`config.mk`:
```
export PLATFORM = sky130hd
export DESIGN_NAME = csr_mem_flat
export DESIGN_NICKNAME = d
export VERILOG_FILES = /design/src/rtl/csr_mem_if.sv /design/src/rtl/csr_mem.sv /design/src/flat_wrapper.sv
export SDC_FILE = /design/constraint.sdc
export NUM_CORES = 1
export LEC_CHECK = 0
export ABC_AREA = 1
export BUFFER_PORTS_ARGS = -buffer_cell sky130_fd_sc_hd__buf_4
export CELL_PAD_IN_SITES_DETAIL_PLACEMENT = 2
export CELL_PAD_IN_SITES_GLOBAL_PLACEMENT = 2
export CORE_ASPECT_RATIO = 0.8
export CORE_MARGIN = 10
export CORE_UTILIZATION = 25
export CTS_CLUSTER_DIAMETER = 100
export DETAILED_ROUTE_END_ITERATION = 10
export PLACE_DENSITY = 0.78
export SYNTH_ARGS = -nofsm -noshare
export SYNTH_HDL_FRONTEND = slang
export SYNTH_SLANG_ARGS = --single-unit
```
`constraint.sdc`:
```
create_clock -name clock -period 1.6 [get_ports clock]
set_clock_uncertainty 0.1 [all_clocks]
set_input_delay 0.08 -clock clock [delete_from_list [all_inputs] [get_ports clock]]
set_output_delay 0.08 -clock clock [all_outputs]
set_load 0.01 [all_outputs]
```
`src/rtl/csr_mem_if.sv`:
```
// Wishbone-style register bus between a primary and the CSR block.
// Latency: none, this is wiring only.
// Backpressure: the primary holds cyc/stb until the slave returns ack.
interface csr_mem_if #(
    parameter int DATA_SIZE = 64
);
    logic                   cyc;
    logic                   stb;
    logic                   we;
    logic [2:0]             addr;
    logic [DATA_SIZE-1:0]   dat_o_p;
    logic [DATA_SIZE-1:0]   dat_i_p;
    logic                   ack;
    logic [DATA_SIZE/8-1:0] sel;
    logic                   tgd;

    modport master (
        output cyc, stb, we, addr, dat_o_p, sel, tgd,
        input  dat_i_p, ack
    );

    modport slave (
        input  cyc, stb, we, addr, dat_o_p, sel, tgd,
        output dat_i_p, ack
    );
endinterface

```
`src/rtl/csr_mem.sv`:
```
// Machine timer / software-interrupt CSR block (msip, mtime, mtimecmp).
// Latency: a write lands on the accepting edge; ack follows one edge later, for one cycle.
// Backpressure: a new request is accepted only when no transfer is in flight.
module csr_mem #(
    parameter int DATA_SIZE    = 64,
    parameter int CLOCK_CYCLES = 30
) (
    input  logic                 clock,
    input  logic                 reset,
    csr_mem_if.slave             wb_if_s,
    output logic [DATA_SIZE-1:0] msip,
    output logic [63:0]          mtime,
    output logic [63:0]          mtimecmp
);
    localparam int            PW      = $clog2(CLOCK_CYCLES);
    localparam logic [PW-1:0] PS_LAST = PW'(CLOCK_CYCLES - 1);

    // Bus transfer states: ST_HOLD is the accept flag, ST_ACK drives ack.
    typedef enum logic [1:0] {
        ST_IDLE = 2'd0,
        ST_HOLD = 2'd1,
        ST_ACK  = 2'd2
    } bus_st_t;

    bus_st_t              state_q;
    bus_st_t              state_d;
    logic                 accept;
    logic                 wr;
    logic                 wr_msip;
    logic                 wr_mtime;
    logic                 wr_cmp;
    logic                 tick;
    logic [PW-1:0]        presc_q;
    logic [DATA_SIZE-1:0] msip_q;
    logic [63:0]          mtime_q;
    logic [63:0]          cmp_q;
    logic [63:0]          mtime_wr;
    logic [63:0]          cmp_wr;
    logic [DATA_SIZE-1:0] mtime_rd;
    logic [DATA_SIZE-1:0] cmp_rd;
    logic [DATA_SIZE-1:0] rd_dat;

    // Transfer state register; reset aborts any transfer in flight.
    always_ff @(posedge clock or negedge reset) begin
        if (!reset) begin
            state_q <= ST_IDLE;
        end else begin
            state_q <= state_d;
        end
    end

    // Accept only from idle; ack does not wait on stb staying high.
    always_comb begin
        state_d = state_q;
        accept  = 1'b0;
        case (state_q)
            ST_IDLE: begin
                if (wb_if_s.cyc && wb_if_s.stb) begin
                    accept  = 1'b1;
                    state_d = ST_HOLD;
                end
            end
            ST_HOLD: state_d = ST_ACK;
            ST_ACK:  state_d = ST_IDLE;
            default: state_d = ST_IDLE;
        endcase
    end

    assign wb_if_s.ack = (state_q == ST_ACK);

    assign wr       = accept && wb_if_s.we;
    assign wr_msip  = wr && (wb_if_s.addr[1:0] == 2'b00);
    assign wr_mtime = wr && (wb_if_s.addr[1:0] == 2'b10);
    assign wr_cmp   = wr && (wb_if_s.addr[1:0] == 2'b11);

    // Word-size dependent write merge and read selection for the 64-bit registers.
    if (DATA_SIZE == 64) begin : g_full
        assign mtime_wr = wb_if_s.dat_o_p;
        assign cmp_wr   = wb_if_s.dat_o_p;
        assign mtime_rd = mtime_q;
        assign cmp_rd   = cmp_q;
    end else begin : g_half
        // addr[2] picks the half; the other half keeps its current value.
        assign mtime_wr = wb_if_s.addr[2] ? {wb_if_s.dat_o_p, mtime_q[31:0]}
                                          : {mtime_q[63:32], wb_if_s.dat_o_p};
        assign cmp_wr   = wb_if_s.addr[2] ? {wb_if_s.dat_o_p, cmp_q[31:0]}
                                          : {cmp_q[63:32], wb_if_s.dat_o_p};
        assign mtime_rd = wb_if_s.addr[2] ? mtime_q[63:32] : mtime_q[31:0];
        assign cmp_rd   = wb_if_s.addr[2] ? cmp_q[63:32]   : cmp_q[31:0];
    end

    // Free-running prescaler, untouched by the bus.
    always_ff @(posedge clock or negedge reset) begin
        if (!reset) begin
            presc_q <= '0;
        end else if (presc_q == PS_LAST) begin
            presc_q <= '0;
        end else begin
            presc_q <= presc_q + 1'b1;
        end
    end

    assign tick = (presc_q == PS_LAST);

    // mtime: a bus write wins over the tick on the same edge.
    always_ff @(posedge clock or negedge reset) begin
        if (!reset) begin
            mtime_q <= '0;
        end else if (wr_mtime) begin
            mtime_q <= mtime_wr;
        end else if (tick) begin
            mtime_q <= mtime_q + 64'd1;
        end
    end

    // msip and mtimecmp change only through bus writes.
    always_ff @(posedge clock or negedge reset) begin
        if (!reset) begin
            msip_q <= '0;
            cmp_q  <= '0;
        end else begin
            if (wr_msip) begin
                msip_q <= wb_if_s.dat_o_p;
            end
            if (wr_cmp) begin
                cmp_q <= cmp_wr;
            end
        end
    end

    // Read data is combinational so the ack cycle sees the latest contents.
    always_comb begin
        rd_dat = '0;
        case (wb_if_s.addr[1:0])
            2'b00:   rd_dat = msip_q;
            2'b10:   rd_dat = mtime_rd;
            2'b11:   rd_dat = cmp_rd;
            default: rd_dat = '0;
        endcase
    end

    assign wb_if_s.dat_i_p = rd_dat;
    assign msip            = msip_q;
    assign mtime           = mtime_q;
    assign mtimecmp        = cmp_q;
endmodule

```
`src/flat_wrapper.sv`:
```
// flat-port wrapper written by rule: the top's interface ports become plain ports
module csr_mem_flat 
#(
    parameter int DATA_SIZE    = 64,
    parameter int CLOCK_CYCLES = 30
)
  (clock, reset, msip, mtime, mtimecmp, wb_if_s_cyc, wb_if_s_stb, wb_if_s_we, wb_if_s_addr, wb_if_s_dat_o_p, wb_if_s_sel, wb_if_s_tgd, wb_if_s_dat_i_p, wb_if_s_ack);
  csr_mem_if #(.DATA_SIZE(DATA_SIZE)) wb_if_s_i ();
  input  logic clock;
  input  logic reset;
  output logic [DATA_SIZE-1:0] msip;
  output logic [63:0] mtime;
  output logic [63:0] mtimecmp;
  input wire logic [$bits(wb_if_s_i.cyc)-1:0] wb_if_s_cyc;
  input wire logic [$bits(wb_if_s_i.stb)-1:0] wb_if_s_stb;
  input wire logic [$bits(wb_if_s_i.we)-1:0] wb_if_s_we;
  input wire logic [$bits(wb_if_s_i.addr)-1:0] wb_if_s_addr;
  input wire logic [$bits(wb_if_s_i.dat_o_p)-1:0] wb_if_s_dat_o_p;
  input wire logic [$bits(wb_if_s_i.sel)-1:0] wb_if_s_sel;
  input wire logic [$bits(wb_if_s_i.tgd)-1:0] wb_if_s_tgd;
  output wire logic [$bits(wb_if_s_i.dat_i_p)-1:0] wb_if_s_dat_i_p;
  output wire logic [$bits(wb_if_s_i.ack)-1:0] wb_if_s_ack;
  assign wb_if_s_i.cyc = wb_if_s_cyc;
  assign wb_if_s_i.stb = wb_if_s_stb;
  assign wb_if_s_i.we = wb_if_s_we;
  assign wb_if_s_i.addr = wb_if_s_addr;
  assign wb_if_s_i.dat_o_p = wb_if_s_dat_o_p;
  assign wb_if_s_i.sel = wb_if_s_sel;
  assign wb_if_s_i.tgd = wb_if_s_tgd;
  assign wb_if_s_dat_i_p = wb_if_s_i.dat_i_p;
  assign wb_if_s_ack = wb_if_s_i.ack;
  csr_mem #(.DATA_SIZE(DATA_SIZE), .CLOCK_CYCLES(CLOCK_CYCLES)) u_core (.clock(clock), .reset(reset), .wb_if_s(wb_if_s_i), .msip(msip), .mtime(mtime), .mtimecmp(mtimecmp));
endmodule
```
## After elaboration in Yosys (flattened, before gate mapping)

Index checks and enable logic that the tools add are counted.

- Logic and storage cells: 29
- Output and inout bits: 257
- Input bits: 81
- Register bits: 199

- Mux-type cells: 8
- $add $sub $neg: 2
- Reduce and logical (&&, ||, !) cells: 8
- Equality and inequality tests: 6

Operator list:

| operator | number |
|---|---|
| one-hot mux 64 bit (3 select lines) | 1 |
| 2-to-1 mux 64 bit | 2 |
| adder 64 x 1 -> 64 bit (second input constant) | 1 |
| == test 2 bit (second input constant) | 3 |
| adder 5 x 1 -> 5 bit (second input constant) | 1 |
| == test 5 bit (second input constant) | 1 |
| logical AND 1 bit | 5 |
| 2-to-1 mux 5 bit | 1 |
| logical NOT 2 bit | 2 |
| one-hot mux 2 bit (2 select lines) | 1 |
| == test 2 x 1 -> 1 bit (second input constant) | 1 |
| 2-to-1 mux 1 bit | 2 |
| 2-to-1 mux 2 bit | 1 |
| inequality test 2 x 1 -> 1 bit (second input constant) | 1 |
| nonzero test 2 bit | 1 |

## Depth between registers and ports, before layout

- Depth in word-level cells: 6
- Depth in mapped cells: 11
- Mapped depth without buffers: 11

## Least setup slack after synthesis

No wires, ideal clock.

- Kind: register -> register
- Start: register u_core.mtime_q[1] (netlist: u_core.mtime[1])
- End: register u_core.mtime_q[62] (netlist: u_core.mtime[62])
- Clock period less this slack: 1.734 ns
- Setup slack: -0.134 ns
- Buffers on the path: 0
- Cell stages (with the launch flop): 11
- Setup time: 0.117 ns
- Arrival time: 1.517 ns
- Required time: 1.383 ns
- Cells stage by stage: dfrtp_1 -> ha_1 -> nand2_1 -> nor2_2 -> nand2_2 -> nor2_4 -> nand2_1 -> nor2_1 -> nand2_1 -> nand3_1 -> nand2_1

- Cells in the longest elaborated chain, start to end: 3

RTL lines:

| what | RTL line | RTL |
|---|---|---|
| from (decl) | csr_mem.sv:35 | `logic [63:0] mtime_q;` |
| from (signal assigned) | csr_mem.sv:110 | `mtime_q <= mtime_wr;` |
| from (signal assigned) | csr_mem.sv:112 | `mtime_q <= mtime_q + 64'd1;` |
| adder 64 x 1 -> 64 bit | csr_mem.sv:112 |  |
| 2-to-1 mux 64 bit | csr_mem.sv:111 | `end else if (tick) begin` |
| 2-to-1 mux 64 bit | csr_mem.sv:109 | `end else if (wr_mtime) begin` |

Every way passes these cells. The select of a mux whose other input is x is not followed.
A chain may end at the register's enable or synchronous reset.

## Worst setup path in the final report

- Start: register u_core.mtime_q[0] (netlist: u_core.mtime[0])
- End: register u_core.mtime_q[45] (netlist: u_core.mtime[45])

Same word-level chain as after synthesis.

==> flow_metrics.py <==
metrics = {
    "status": {
        "outcome": "complete, but fails checks",
        "failed_checks": "negative hold slack, negative setup slack",
    },
    "global_route": {
        "grt_pass1_vias": 16900,
        "antenna_found_initial": 3,
        "grt_pass1_wl_um": 118000,
        "track_usage_pct": 30.1,
        "grt_max_degree": 43,
        "grt_overflow": 0,
    },
    "routing": {
        "route.detailed.drc": 0,
        "finalWirelength_um": 106000,
        "drt_iter0_drc": 1518,
        "postRouteAntennaNets": 0,
        "num_vias": 16300,
        "post_drt_wl_per_cell_um": 36.9,
        "via_per_inst": 5.69,
        "dr.pass1.iters": 5,
    },
    "run": {
        "maxCapViolCount": 0,
    },
    "clock_tree": {
        "clk_pin_slew_ns": 0.11,
        "cts_tree": "yes",
        "cts_htree_levels": 4,
        "clockBufferDepth": 2,
        "cts.sinks": 199,
        "insertion_delay_ns": 0.54,
        "numCtsBuffers": 17,
        "cts-root-buf": "clkbuf_16",
    },
    "placement": {
        "place_inst": 2571,
        "gp_congestion": 0.940,
        "numPortBuffers": 327,
        "dp.final_hpwl_um": 47300,
        "placed_area_sq_um": 15600,
    },
    "min_path": {
        "hp-class": "input pin to asynchronous set/reset pin",
    },
    "floorplan": {
        "die_area_sq_um": 52400,
        "die_x_um": 254,
        "row_count": 68,
        "die_h_um": 207,
        "initial_utilization_pct": 25.3,
        "coreArea_sq_um": 43100,
        "io-pin-count": 338,
    },
    "yosys": {
        "avgSynthCellArea_sq_um": 7.03,
        "synth_cell_type_count": 26,
        "seq_area_frac_synth_pct": 45.6,
        "yosys-top-cells-area": "dfrtp_1 (46%), nand2_1 (20%), o21ai_0 (8.6%)",
        "ys_seq_elements": 199,
        "synthesis.nets": 1636,
        "synth.top_cell.area_share_pct": 45.6,
        "synth_cells": 1552,
        "synth_top_area_cell": "dfrtp_1",
        "yosys_warnings": 0,
        "syn_area_sq_um": 10900,
    },
    "timing": {
        "worst_pin_slew_ns": 0.502,
        "fmax_mhz": 432,
        "finalCriticalPeriod_ns": 2.31,
        "relSlewSlack_pct": 66.5,
        "fin_setup_tns_ns": -90.58,
        "slew_viol_final": 0,
        "setup_ws_ns": -0.712,
        "setup_viol": 274,
        "final-hold-violation-count": 6,
        "timing.final.crit_share_pct": 145,
        "hold_ws_ns": -0.0223,
        "rsz0062_at_grt": "true",
    },
    "cells_and_area": {
        "final_cell_count_no_fill": 2861,
        "fin_area_sq_um": 22500,
        "drive_above_1_share_pct": 59.4,
        "final_util_pct": 52.1,
        "antenna_cells": 0,
        "area_delta_synth_final_pct": 106,
        "fin_nets": 2372,
    },
    "setup_path": {
        "critPathKind": "flop to flop",
        "arrival_ns": 2.64,
        "r2r-start": "u_core.mtime[0]",
        "crit_path_end_kind": "flop",
        "r2r_slack_ns": -0.71,
        "cp.required_ns": 1.93,
        "reg2reg_depth": 10,
        "r2r-end": "u_core.mtime[45]",
        "cp-start-kind": "flop",
        "path_max_fanout": 4,
    },
    "power_and_ir_drop": {
        "p_leak_nw": 10.5,
        "ir_drop_mv": 0.970,
        "power_density_nw_per_um2": 1170,
    },
}
==> kinds of logic after synthesis <==
| family | share of synthesized area [%] |
|---|---|
| flops | 45.6 |
| buf+inv | 8.89 |
| compound gates | 14.2 |
| fa+ha+maj | 0.344 |
| simple gates | 29.6 |
| xor+xnor | 1.28 |
==> through the flow <==
stage               setup WS, ns  power (mW)
floorplan                -0.0548        9.97
global placement          -0.426        14.8
detailed placement        -0.495        15.2
CTS                       -0.295        21.6
global route              -0.736        27.0
finish                    -0.712        26.4
==> layout make-up <==
| cell class | count | area [sq um] |
|---|---|---|
| Fill cell | 4517 | 20600 |
| Multi-Input combinational cell | 1106 | 7700 |
| Timing Repair Buffer | 783 | 7660 |
| Sequential cell | 199 | 5000 |
| Inverter | 181 | 793 |
| Tap cell | 560 | 701 |
| Clock buffer | 19 | 453 |
| Clock inverter | 13 | 183 |
==> sequential cells by signal, summed over array words and instances, names as in the netlist <==
register and count:
u_core.presc_q 5, u_core.state_q 2, u_core.mtime 64, u_core.mtimecmp 64, u_core.msip 64
==> power by group <==
group          switching, mW  internal (mW)  total, mW
Clock                   2.73           2.61       5.34
Combinational           7.03           5.84       12.9
Sequential              1.97           6.17       8.14
Total                   11.7           14.6       26.4
==> cells in the final DEF, fill, tap and decap left out, types with 11 or more instances in the layout <==
cell type      count
dfrtp_2           19
buf_4            530
nand2_4          127
nor2_4            40
inv_4             24
o21ai_0           13
clkbuf_16         33
nor2_2            44
o211ai_1          64
buf_12            37
nand3_1           31
nand2_2          104
o21ai_4           11
buf_6            103
nand2_1          332
inv_1            118
nor2_1            65
inv_2             27
dlygate4sd3_1     67
o21ai_1           43
buf_16            21
dfrtp_1          180
o21ai_2          137
nand3_2           41
==> routing by layer <==
metal  routed length [um]  GRT usage (%)
met5                   31              0
met4                 6500           11.2
met3                 9130           6.99
met2                49300           51.1
met1                40700           36.8
==> how the worst max path moves through the flow <==
| stage | startpoint | endpoint | depth (start not counted) |
|---|---|---|---|
| global route | u_core.mtime[0] | u_core.mtime[63] | 10 |
| finish | u_core.mtime[0] | u_core.mtime[45] | 10 |
| floorplan | u_core.mtime[0] | u_core.mtime[38] | 10 |
| global placement | u_core.mtime[19] | u_core.mtime[59] | 9 |
| detailed placement | u_core.mtime[5] | u_core.mtime[31] | 9 |
| CTS | u_core.state_q[1] | u_core.msip[62] | 9 |
==> repair_timing <==
action,4_1_cts,5_1_grt
endpoints found under the setup margin,244,265
gates cloned,18,23
gates resized for setup,350,815
pin swaps,48,104
hold buffers,67,0
endpoints found under the hold margin,390,0
buffers inserted,87,96
==> synthesized netlist by cell type <==
master	n
nor2_1	138
nand3b_1	1
or2_1	1
inv_1	179
o21ai_0	188
buf_1	7
buf_6	3
clkbuf_1	44
nand3_1	79
o21ai_1	16
dfrtp_1	199
ha_1	3
xor2_1	12
nor2_4	6
xnor2_1	4
a21oi_1	9
nand2_2	2
nor2_8	1
inv_2	2
buf_2	13
o22ai_1	1
nand4_1	4
o211ai_1	64
nor3_1	3
nor2_2	5
nand2_1	568
==> worst max-delay path, stage by stage (launching register included) <==
cell     delay, ns
dfrtp_1       0.52
buf_6         0.17
inv_4         0.05
nor2_4        0.19
nand2_4       0.13
nor2_4        0.22
buf_4         0.17
nand3_1       0.21
nand2_1       0.18
nand2_1       0.06
o21ai_0       0.20
Power figures use the tool's default switching activity.
